## src/rtl/bsg_manycore_link_traffic_gen.sv

```systemverilog
// Manycore-link traffic generator: issues N remote stores then N remote loads to one tile,
// tracks endpoint credits, and checks every return in order against the expected data.
module bsg_manycore_link_traffic_gen
    #(parameter int unsigned addr_width_p      = 28
    , parameter int unsigned data_width_p      = 32
    , parameter int unsigned x_cord_width_p    = 7
    , parameter int unsigned y_cord_width_p    = 7
    , parameter int unsigned max_out_credits_p = 16
    , parameter int unsigned count_width_p     = 16
    , localparam int unsigned packet_width_lp  = addr_width_p + 4 + 5 + data_width_p
                                                 + 2*x_cord_width_p + 2*y_cord_width_p
    , localparam int unsigned return_width_lp  = 2 + data_width_p + 5 + x_cord_width_p + y_cord_width_p
    , localparam int unsigned link_sif_width_lp = packet_width_lp + return_width_lp + 4
    , localparam int unsigned credit_width_lp  = $clog2(max_out_credits_p + 1)
    )
    (input  logic                         clk_i
    , input  logic                         reset_i
    , input  logic [link_sif_width_lp-1:0] link_sif_i
    , output logic [link_sif_width_lp-1:0] link_sif_o
    , input  logic [x_cord_width_p-1:0]    my_x_i
    , input  logic [y_cord_width_p-1:0]    my_y_i
    , input  logic [x_cord_width_p-1:0]    dest_x_i
    , input  logic [y_cord_width_p-1:0]    dest_y_i
    , input  logic                         start_i
    , input  logic [count_width_p-1:0]     num_pkts_i
    , input  logic [addr_width_p-1:0]      base_addr_i
    , input  logic [data_width_p-1:0]      seed_i
    , output logic                         busy_o
    , output logic                         done_o
    , output logic [count_width_p-1:0]     error_count_o
    , output logic [credit_width_lp-1:0]   credits_o
    );

    typedef enum logic [3:0] {e_remote_load = 4'd0, e_remote_store = 4'd1} op_e;
    typedef enum logic [1:0] {e_return_credit = 2'd0, e_return_int_wb = 2'd1} ret_type_e;
    typedef enum logic [2:0] {IDLE, STORE, LOAD, DRAIN, DONE} state_e;

    typedef struct packed {
        logic [addr_width_p-1:0]   addr;
        logic [3:0]                op;
        logic [4:0]                reg_id;
        logic [data_width_p-1:0]   payload;
        logic [y_cord_width_p-1:0] src_y_cord;
        logic [x_cord_width_p-1:0] src_x_cord;
        logic [y_cord_width_p-1:0] y_cord;
        logic [x_cord_width_p-1:0] x_cord;
    } packet_s;

    typedef struct packed {
        logic [1:0]                pkt_type;
        logic [data_width_p-1:0]   data;
        logic [4:0]                reg_id;
        logic [y_cord_width_p-1:0] y_cord;
        logic [x_cord_width_p-1:0] x_cord;
    } return_packet_s;

    typedef struct packed {
        logic    v;
        packet_s data;
        logic    ready_and_rev;
    } fwd_link_s;

    typedef struct packed {
        logic           v;
        return_packet_s data;
        logic           ready_and_rev;
    } rev_link_s;

    typedef struct packed {
        fwd_link_s fwd;
        rev_link_s rev;
    } link_sif_s;

    localparam logic [credit_width_lp-1:0] max_credits_lp = credit_width_lp'(max_out_credits_p);

    state_e                     state_q, state_d;
    logic [count_width_p-1:0]   n_q, n_d;
    logic [addr_width_p-1:0]    base_q, base_d;
    logic [data_width_p-1:0]    seed_q, seed_d;
    logic [count_width_p-1:0]   idx_q, idx_d;
    logic [count_width_p-1:0]   st_ret_q, st_ret_d;
    logic [count_width_p-1:0]   ld_ret_q, ld_ret_d;
    logic [credit_width_lp-1:0] credits_q, credits_d;
    logic [count_width_p-1:0]   err_q, err_d;

    link_sif_s link_in, link_out;
    packet_s   pkt;
    logic      in_rdy, fwd_v, send, ret_hs, fwd_in_hs, last_send, at_max, stray_ret, ret_err;
    logic [1:0]             err_inc;
    logic [count_width_p:0] err_sum;
    logic                   unused_inputs;

    assign link_in   = link_sif_i;
    assign in_rdy    = ~reset_i;
    assign fwd_v     = in_rdy & ((state_q == STORE) | (state_q == LOAD)) & (credits_q != '0);
    assign send      = fwd_v & link_in.fwd.ready_and_rev;
    assign ret_hs    = link_in.rev.v & in_rdy;
    assign fwd_in_hs = link_in.fwd.v & in_rdy;
    assign last_send = (idx_q == n_q - count_width_p'(1));
    assign at_max    = (credits_q == max_credits_lp);
    // A return with nothing outstanding cannot be matched to a request.
    assign stray_ret = ret_hs & at_max & ~send;

    assign unused_inputs = ^{link_in.rev.ready_and_rev, link_in.fwd.data,
                             link_in.rev.data.x_cord, link_in.rev.data.y_cord};

    always_comb begin
        credits_d = credits_q;
        if (send && !ret_hs)
            credits_d = credits_q - credit_width_lp'(1);
        else if (ret_hs && !send && !at_max)
            credits_d = credits_q + credit_width_lp'(1);
    end

    always_comb begin
        state_d  = state_q;
        n_d      = n_q;
        base_d   = base_q;
        seed_d   = seed_q;
        idx_d    = idx_q;
        st_ret_d = st_ret_q;
        ld_ret_d = ld_ret_q;
        ret_err  = 1'b0;

        // Returns arrive in issue order: all store credits first, then load write-backs.
        if (ret_hs) begin
            if (stray_ret) begin
                ret_err = 1'b1;
            end else if (st_ret_q < n_q) begin
                ret_err  = (link_in.rev.data.pkt_type != e_return_credit);
                st_ret_d = st_ret_q + count_width_p'(1);
            end else begin
                ret_err  = (link_in.rev.data.pkt_type != e_return_int_wb)
                         | (link_in.rev.data.data != seed_q + data_width_p'(ld_ret_q))
                         | (link_in.rev.data.reg_id != 5'(ld_ret_q));
                ld_ret_d = ld_ret_q + count_width_p'(1);
            end
        end

        err_inc = {1'b0, ret_err} + {1'b0, fwd_in_hs};
        err_sum = {1'b0, err_q} + (count_width_p+1)'(err_inc);
        err_d   = err_sum[count_width_p] ? '1 : err_sum[count_width_p-1:0];

        unique case (state_q)
            IDLE, DONE: begin
                if (start_i) begin
                    n_d      = num_pkts_i;
                    base_d   = base_addr_i;
                    seed_d   = seed_i;
                    idx_d    = '0;
                    st_ret_d = '0;
                    ld_ret_d = '0;
                    err_d    = '0;
                    state_d  = (num_pkts_i == '0) ? DONE : STORE;
                end
            end
            STORE: begin
                if (send) begin
                    if (last_send) begin
                        idx_d   = '0;
                        state_d = LOAD;
                    end else begin
                        idx_d = idx_q + count_width_p'(1);
                    end
                end
            end
            LOAD: begin
                if (send) begin
                    if (last_send) begin
                        idx_d   = '0;
                        state_d = DRAIN;
                    end else begin
                        idx_d = idx_q + count_width_p'(1);
                    end
                end
            end
            DRAIN: begin
                if (credits_d == max_credits_lp)
                    state_d = DONE;
            end
            default: state_d = IDLE;
        endcase
    end

    always_comb begin
        pkt            = '0;
        pkt.addr       = base_q + addr_width_p'(idx_q);
        pkt.src_x_cord = my_x_i;
        pkt.src_y_cord = my_y_i;
        pkt.x_cord     = dest_x_i;
        pkt.y_cord     = dest_y_i;
        if (state_q == LOAD) begin
            pkt.op     = e_remote_load;
            pkt.reg_id = 5'(idx_q);
        end else begin
            pkt.op      = e_remote_store;
            pkt.payload = seed_q + data_width_p'(idx_q);
        end
    end

    always_comb begin
        link_out                   = '0;
        link_out.fwd.v             = fwd_v;
        link_out.fwd.data          = pkt;
        link_out.fwd.ready_and_rev = in_rdy;
        link_out.rev.ready_and_rev = in_rdy;
    end

    assign link_sif_o = link_out;

    always_ff @(posedge clk_i) begin
        if (reset_i) begin
            state_q   <= IDLE;
            n_q       <= '0;
            base_q    <= '0;
            seed_q    <= '0;
            idx_q     <= '0;
            st_ret_q  <= '0;
            ld_ret_q  <= '0;
            credits_q <= max_credits_lp;
            err_q     <= '0;
        end else begin
            state_q   <= state_d;
            n_q       <= n_d;
            base_q    <= base_d;
            seed_q    <= seed_d;
            idx_q     <= idx_d;
            st_ret_q  <= st_ret_d;
            ld_ret_q  <= ld_ret_d;
            credits_q <= credits_d;
            err_q     <= err_d;
        end
    end

    assign busy_o        = (state_q == STORE) | (state_q == LOAD) | (state_q == DRAIN);
    assign done_o        = (state_q == DONE);
    assign error_count_o = err_q;
    assign credits_o     = credits_q;

endmodule

```

## config.mk

```make
export PLATFORM = sky130hd
export DESIGN_NAME = bsg_manycore_link_traffic_gen
export DESIGN_NICKNAME = d
export VERILOG_FILES = /design/src/rtl/bsg_manycore_link_traffic_gen.sv
export SDC_FILE = /design/constraint.sdc
export NUM_CORES = 1
export LEC_CHECK = 0
export CAP_MARGIN = 40
export CORE_ASPECT_RATIO = 0.7
export CORE_MARGIN = 5
export CORE_UTILIZATION = 40
export DETAILED_ROUTE_END_ITERATION = 10
export PLACE_DENSITY = 0.74
export SLEW_MARGIN = 0
export SYNTH_ARGS = -nofsm -noshare
export SYNTH_HDL_FRONTEND = slang
export SYNTH_SLANG_ARGS = --single-unit
```

## constraint.sdc

```tcl
create_clock -name clk_i -period 10.5 [get_ports clk_i]
set_input_delay 2.625 -clock clk_i [delete_from_list [all_inputs] [get_ports clk_i]]
set_output_delay 2.625 -clock clk_i [all_outputs]
set_load 0.01 [all_outputs]
```

==> impl_metrics.env, run 1 <==
export IMPL_power_density_mw_per_mm2=120
export IMPL_final_common_cell="nand2_1"
export IMPL_crit_path_frequent_cell="buf_4"
export IMPL_core_area_mm2=0.0286
export IMPL_wl_met1_um=17200
export IMPL_grt_pass1_vias=10400
export IMPL_synth_distinct_cells=85
export IMPL_wl_met2_um=15500
export IMPL_dp_hpwl_um=28300
export IMPL_critical_path_class="input port to output pin"
export IMPL_fin_crit_sh=0.676
export IMPL_synth_xor_xnor_area_share=0.128
export IMPL_die_y_um=152
export IMPL_max_freq_mhz=141
export IMPL_critPathTopFamily="buffers and inverters"
export IMPL_synthFlopType="dfxtp_1"
export IMPL_viasPerCell=5.36
export IMPL_hold_path_class="register to register"
export IMPL_required_ps=7880
export IMPL_vias=11000
export IMPL_path_clk_slew_ps=60
export IMPL_die_x_um=213
export IMPL_postCtsSetupBuffers=0
export IMPL_synth_top_family_by_area="simple AND/OR/NAND/NOR gates"
export IMPL_path_cells="buf_4 > buf_4 > inv_1 > clkdlybuf4s50_1"
export IMPL_arrival_ps=4470
export IMPL_clk_latency_ps=430
export IMPL_reg2reg_slack_ps=5100
export IMPL_status="complete, no violations"
export IMPL_clock_sinks=148
export IMPL_peakVddDrop_mv=0.107
export IMPL_maxCapViolations=0
export IMPL_synthMuxAreaShare=0.00608
export IMPL_grt_pass1_wl_um=56400
export IMPL_numCtsBuffers=17
export IMPL_start_kind="input port"
export IMPL_endpoint_kind="output pin"
export IMPL_slew_limit_headroom=0.335
export IMPL_fin_tns_setup_ps=0
export IMPL_mostFrequentLayoutCells="nand2_1, clkdlybuf4s50_1, a21oi_1, dfxtp_1, nor2_1"
export IMPL_setup_violations_final=0
export IMPL_min_period_ps=7100
export IMPL_routedWlPerCell_um=17.7
export IMPL_synthAdderAreaFrac=0.0830
export IMPL_critical_path_buf_inv_count=4
export IMPL_grt_overflow_total=0
export IMPL_drc=0
export IMPL_cts_buffer_depth=2
export IMPL_leakagePower_nw=5.43
export IMPL_slowest_delay_ps=560
export IMPL_netlist_area_mm2=0.0115
export IMPL_htreeDepth=4
export IMPL_top_layer_used="met4"
export IMPL_rsz0062_at_grt="false"
export IMPL_dr_pass1_iters=7
export IMPL_initial_core_util=0.402
export IMPL_syn_to_final_growth_pct=21.8
export IMPL_cts_tree="done"
export IMPL_yosysSeqAreaShare=0.257
export IMPL_port_buffer_count=212
export IMPL_grtUsageTotal=0.215
export IMPL_wirelength_um=36200
export IMPL_fin_cells=2049
export IMPL_antenna_found_initial=1
export IMPL_synth_warning_count=0
export IMPL_synthArstFlopShare=0
export IMPL_synth_edf_count=0
export IMPL_hold_viol_final=0
export IMPL_drv_slew=0
export IMPL_cts_resized_gates=0
export IMPL_nets=1993
export IMPL_critPathMaxFanout=46
export IMPL_avgSynthCellArea_um2=7.57
export IMPL_ant_nets=0
export IMPL_route_met3_wl_um=2780
export IMPL_grt_max_degree=78
export IMPL_io_pins=438
export IMPL_die_area_mm2=0.0323
export IMPL_clock_skew_ps=12.2
export IMPL_postSynthCellCount=1521
export IMPL_synth_seq_cells=148
export IMPL_gp_congestion=0.935
export IMPL_slowest_stage="clkdlybuf4s50_1"
export IMPL_synthSimpleGateAreaFrac=0.258
export IMPL_ctsHoldBuffers=0
export IMPL_cts_root_buffer="clkbuf_16"
export IMPL_diodes=0
export IMPL_dp_cells=2017
export IMPL_drtIter0Drc=824
export IMPL_num_rows=52
export IMPL_drive_above_1_share=0.0461
export IMPL_synth_compound_area_share=0.170
export IMPL_tightest_slew_ps=989
==> through the flow <==
stage	utilization	area [um^2]	power (mW)	setup slack, ps	hold slack (ps)
final	0.490	14000	1.69	3400	460
after detailed placement	0.469	13400	1.05	3170	454
after global placement	0.469	13400	1.04	3240	450
after CTS	0.490	14000	1.70	3350	463
after global routing	0.490	14000	1.77	3230	476
after floorplan	-	11700	0.910	4350	441
==> final cells by class <==
cell class	instances	area, um^2
clock buffer	19	453
clock inverter	13	159
fill	2808	14600
inverter	39	146
multi-input combinational	1234	7670
sequential	148	2960
tap	378	473
timing repair buffer	218	2160
==> state kept, by name, indices dropped and copies added (netlist names) <==
| signal | flops |
|---|---|
| base_q | 28 |
| error_count_o | 16 |
| seed_q | 32 |
| state_q | 3 |
| ld_ret_q | 16 |
| st_ret_q | 16 |
| idx_q | 16 |
| n_q | 16 |
| credits_o | 5 |
==> worst min-delay path: cells and delay by family (launching register included) <==
| kind | cells | cell delay (ps) |
|---|---|---|
| AOI/OAI and AO/OA | 1 | 50 |
| DFF | 1 | 310 |
| and+or+nand+nor | 1 | 50 |
==> kinds of logic after synthesis <==
logic type / Yosys count
buffers and inverters: 195
DFF: 148
adders and majority gates: 74
xor gates and xnor gates: 169
AOI/OAI and AO/OA: 310
muxes: 7
other: 1
and+or+nand+nor: 617
==> per-layer routing <==
layer	vias up	GRT usage
met2	404	0.323
met5	-	0
li1	5383	-
met1	5163	0.308
met3	37	0.0552
met4	0	0.0539
==> synthesized netlist by cell type (all sizes together) (5+ instances only) <==
cell type | count | area (um^2)
ha | 70 | 876
nand2b | 15 | 93.8
dfxtp | 148 | 2960
nor2b | 19 | 119
mux2i | 7 | 70.1
nand2 | 227 | 852
and4 | 7 | 61.3
o41ai | 6 | 60.1
xnor2 | 93 | 815
a21o | 17 | 128
buf | 109 | 785
a21oi | 148 | 741
nand3 | 46 | 230
o31ai | 6 | 45.0
nor3 | 39 | 223
a211oi | 10 | 85.1
o21ai | 49 | 260
o211ai | 5 | 37.5
clkbuf | 47 | 176
xor2 | 76 | 666
and2 | 15 | 93.8
o21a | 8 | 60.1
nor3b | 11 | 82.6
inv | 39 | 146
nor4b | 5 | 50.0
nor4 | 14 | 100
a31oi | 12 | 96.3
and3 | 29 | 181
nand4 | 23 | 144
or3 | 12 | 75.1
o311ai | 5 | 51.3
nor2 | 142 | 558
o21bai | 6 | 45.0
==> where the power goes <==
group          total [mW]  leakage [nW]  switching, mW  internal (mW)
combinational       0.405          3.93          0.221          0.184
sequential          0.636          1.21         0.0461          0.590
clock               0.645         0.296          0.274          0.371
total                1.69          5.43          0.541           1.14
==> final timing paths <==
check                           from                     endpoint  cells past startpoint
min          base_q[10]$_SDFFE_PP0P_      base_q[10]$_SDFFE_PP0P_                      2
min reg2reg  base_q[10]$_SDFFE_PP0P_      base_q[10]$_SDFFE_PP0P_                      2
max reg2reg   seed_q[0]$_SDFFE_PP0P_  error_count_o[5]$_SDFF_PP0_                     18
max                          reset_i               link_sif_o[55]                      4
Note: power is estimated with default switching activity, not from simulation.
==> run 2, diff against run 1 <==
- PLACE_DENSITY: 0.74 -> 0.77
- clock period: 10.5 -> 5.9 ns (I/O delays scaled with it)
==> run 2 against run 1 <==
Effect of this change: wire length grew 1.1%; critical path depth increased by 9; count of clock-buffer cells in the layout down 2; sequential share of layout area shrank 0.16 points; power rose by 75%; critical endpoint is now link_sif_o[151].
==> impl_metrics.env, run 2 (synthesis results as in run 1) <==
export IMPL_wirelength_um=36600
export IMPL_critPathTopFamily="compound AO/OA/AOI/OAI gates"
export IMPL_status="complete, no violations"
export IMPL_setup_violations_final=0
export IMPL_largest_reg_flops=32
export IMPL_top_register="seed_q"
export IMPL_mostFrequentLayoutCells="nand2_1, clkdlybuf4s50_1, a21oi_1, dfxtp_1, nor2_1"
export IMPL_max_freq_mhz=183
export IMPL_syn_to_final_growth_pct=22.7
export IMPL_endpoint_kind="output pin"
export IMPL_clock_skew_ps=11.5
export IMPL_place_area_mm2=0.0135
export IMPL_ant_nets=0
export IMPL_internal_power_mw=1.95
export IMPL_drv_slew=0
export IMPL_final_util=0.494
export IMPL_gp_congestion=0.972
export IMPL_core_area_mm2=0.0286
export IMPL_die_y_um=152
export IMPL_diodes=0
export IMPL_cts_root_buffer="clkbuf_16"
export IMPL_htreeDepth=4
export IMPL_p_sw_uw=995
export IMPL_min_period_ps=5460
export IMPL_grtUsageTotal=0.219
export IMPL_p_comb_frac=0.251
export IMPL_p_clk_frac=0.366
export IMPL_critical_path_buf_inv_count=2
export IMPL_drtIter0Drc=1011
export IMPL_initial_core_util=0.402
export IMPL_grt_overflow_total=0
export IMPL_reg_top3="seed_q: 32 flops, base_q: 28 flops"
export IMPL_numCtsBuffers=17
export IMPL_clk_latency_ps=430
export IMPL_die_x_um=213
export IMPL_slew_limit_headroom=0.411
export IMPL_hold_viol_final=0
export IMPL_start_kind="register"
export IMPL_grt_max_degree=78
export IMPL_critPathMaxFanout=6
export IMPL_postCtsSetupBuffers=0
export IMPL_leakagePower_nw=5.51
export IMPL_grt_pass1_vias=10600
export IMPL_vias=11200
export IMPL_peakVddDrop_mv=0.180
export IMPL_slowest_delay_ps=570
export IMPL_slowest_stage="clkdlybuf4s50_1"
export IMPL_fin_crit_sh=0.925
export IMPL_viasPerCell=5.44
export IMPL_fin_cells=2064
export IMPL_ctsHoldBuffers=0
export IMPL_io_pins=438
export IMPL_routedWlPerCell_um=17.7
export IMPL_drive_above_1_share=0.0546
export IMPL_maxCapViolations=0
export IMPL_rsz0062_at_grt="false"
export IMPL_hold_path_class="register to register"
export IMPL_required_ps=4430
export IMPL_seq_power_share=0.383
export IMPL_cts_buffer_depth=2
export IMPL_clock_sinks=148
export IMPL_grt_pass1_wl_um=57700
export IMPL_final_common_cell="nand2_1"
export IMPL_switching_share=0.338
export IMPL_path_clk_slew_ps=70
export IMPL_power_density_mw_per_mm2=208
export IMPL_crit_path_frequent_cell="o21ai_1"
export IMPL_antenna_found_initial=0
export IMPL_cts_resized_gates=0
export IMPL_path_cells="ha_1 > inv_1 > fa_1 > nor2b_1 > o21ai_1 > a21oi_1 > o41ai_2 > o21ai_1 > o2111a_1 > a211oi_2 > nor3b_1 > xor2_1 > clkdlybuf4s50_1"
export IMPL_critical_path_class="register to output pin"
export IMPL_dr_pass1_iters=5
export IMPL_arrival_ps=3980
export IMPL_final_area_mm2=0.0141
export IMPL_dp_cells=2031
export IMPL_cts_tree="done"
export IMPL_tightest_slew_ps=883
export IMPL_die_area_mm2=0.0323
export IMPL_fin_tns_setup_ps=0
export IMPL_power_mw=2.95
export IMPL_drc=0
export IMPL_num_rows=52
export IMPL_dp_hpwl_um=29000
export IMPL_nets=2008
export IMPL_port_buffer_count=212
[run 2: cell types whose count changed in the layout (fill, tap and decap cells not counted)]
cell / before / now
buf_4: 7 / 18
inv_6: 6 / 2
inv_8: 2 / 6
buf_12: 0 / 2
bufinv_16: 2 / 0
clkbuf_8: 2 / 0
clkinv_4: 1 / 3
clkinv_8: 0 / 2
a2111oi_0: 3 / 2
a2111oi_1: 1 / 2
buf_2: 0 / 1
clkbuf_2: 0 / 1
[run 2: stage by stage]
| stage | hold WS [ps] | worst slack (ps) |
|---|---|---|
| 2_1_floorplan | 441 | 898 |
| 3_3_place_gp | 446 | 49.8 |
| 3_5_place_dp | 454 | 71.8 |
| 4_1_cts | 464 | 327 |
| 5_1_grt | 487 | 144 |
| 6_report | 461 | 441 |
[run 2: final timing paths]
kind / from / cells past startpoint / slack [ps] / endpoint
hold / removal: base_q[5]$_SDFFE_PP0P_ / 2 / 460 / base_q[5]$_SDFFE_PP0P_
hold reg to reg: base_q[5]$_SDFFE_PP0P_ / 2 / 460 / base_q[5]$_SDFFE_PP0P_
setup / recovery: idx_q[0]$_SDFFE_PP0P_ / 13 / 440 / link_sif_o[151]
setup reg to reg: seed_q[0]$_SDFFE_PP0P_ / 19 / 880 / error_count_o[3]$_SDFF_PP0_
[run 2: per-layer routing]
layer | vias up | GRT usage | wire, um
met5 | - | 0 | 0
met4 | 0 | 0.0606 | 799
met3 | 50 | 0.0458 | 2840
met2 | 439 | 0.333 | 16000
met1 | 5308 | 0.315 | 16900
li1 | 5421 | - | -
[run 2: final cells by class]
type                            instances  area [um^2]
Multi-Input combinational cell       1234         7670
Timing Repair Buffer                  233         2300
Inverter                               39          146
Fill cell                            2871        14500
Clock inverter                         15          159
Clock buffer                           17          425
Tap cell                              378          473
Sequential cell                       148         2960
[run 2: power groups by stage]
| stage | sequential (mW) | clock, mW | combinational [mW] |
|---|---|---|---|
| after floorplan | 1.11 | 0 | 0.511 |
| after global placement | 1.14 | 0 | 0.714 |
| after detailed placement | 1.15 | 0 | 0.732 |
| after CTS | 1.13 | 1.11 | 0.736 |
| after global routing | 1.13 | 1.16 | 0.806 |
| final | 1.13 | 1.08 | 0.741 |
[run 2: worst register-to-register path, delay by kind of cell, from the launching register on]
kind	cells	cell delay [ps]
and+or+nand+nor	5	820
adders and majority gates	4	1400
AOI/OAI and AO/OA	9	2150
buffers and inverters	1	150
DFF	1	370
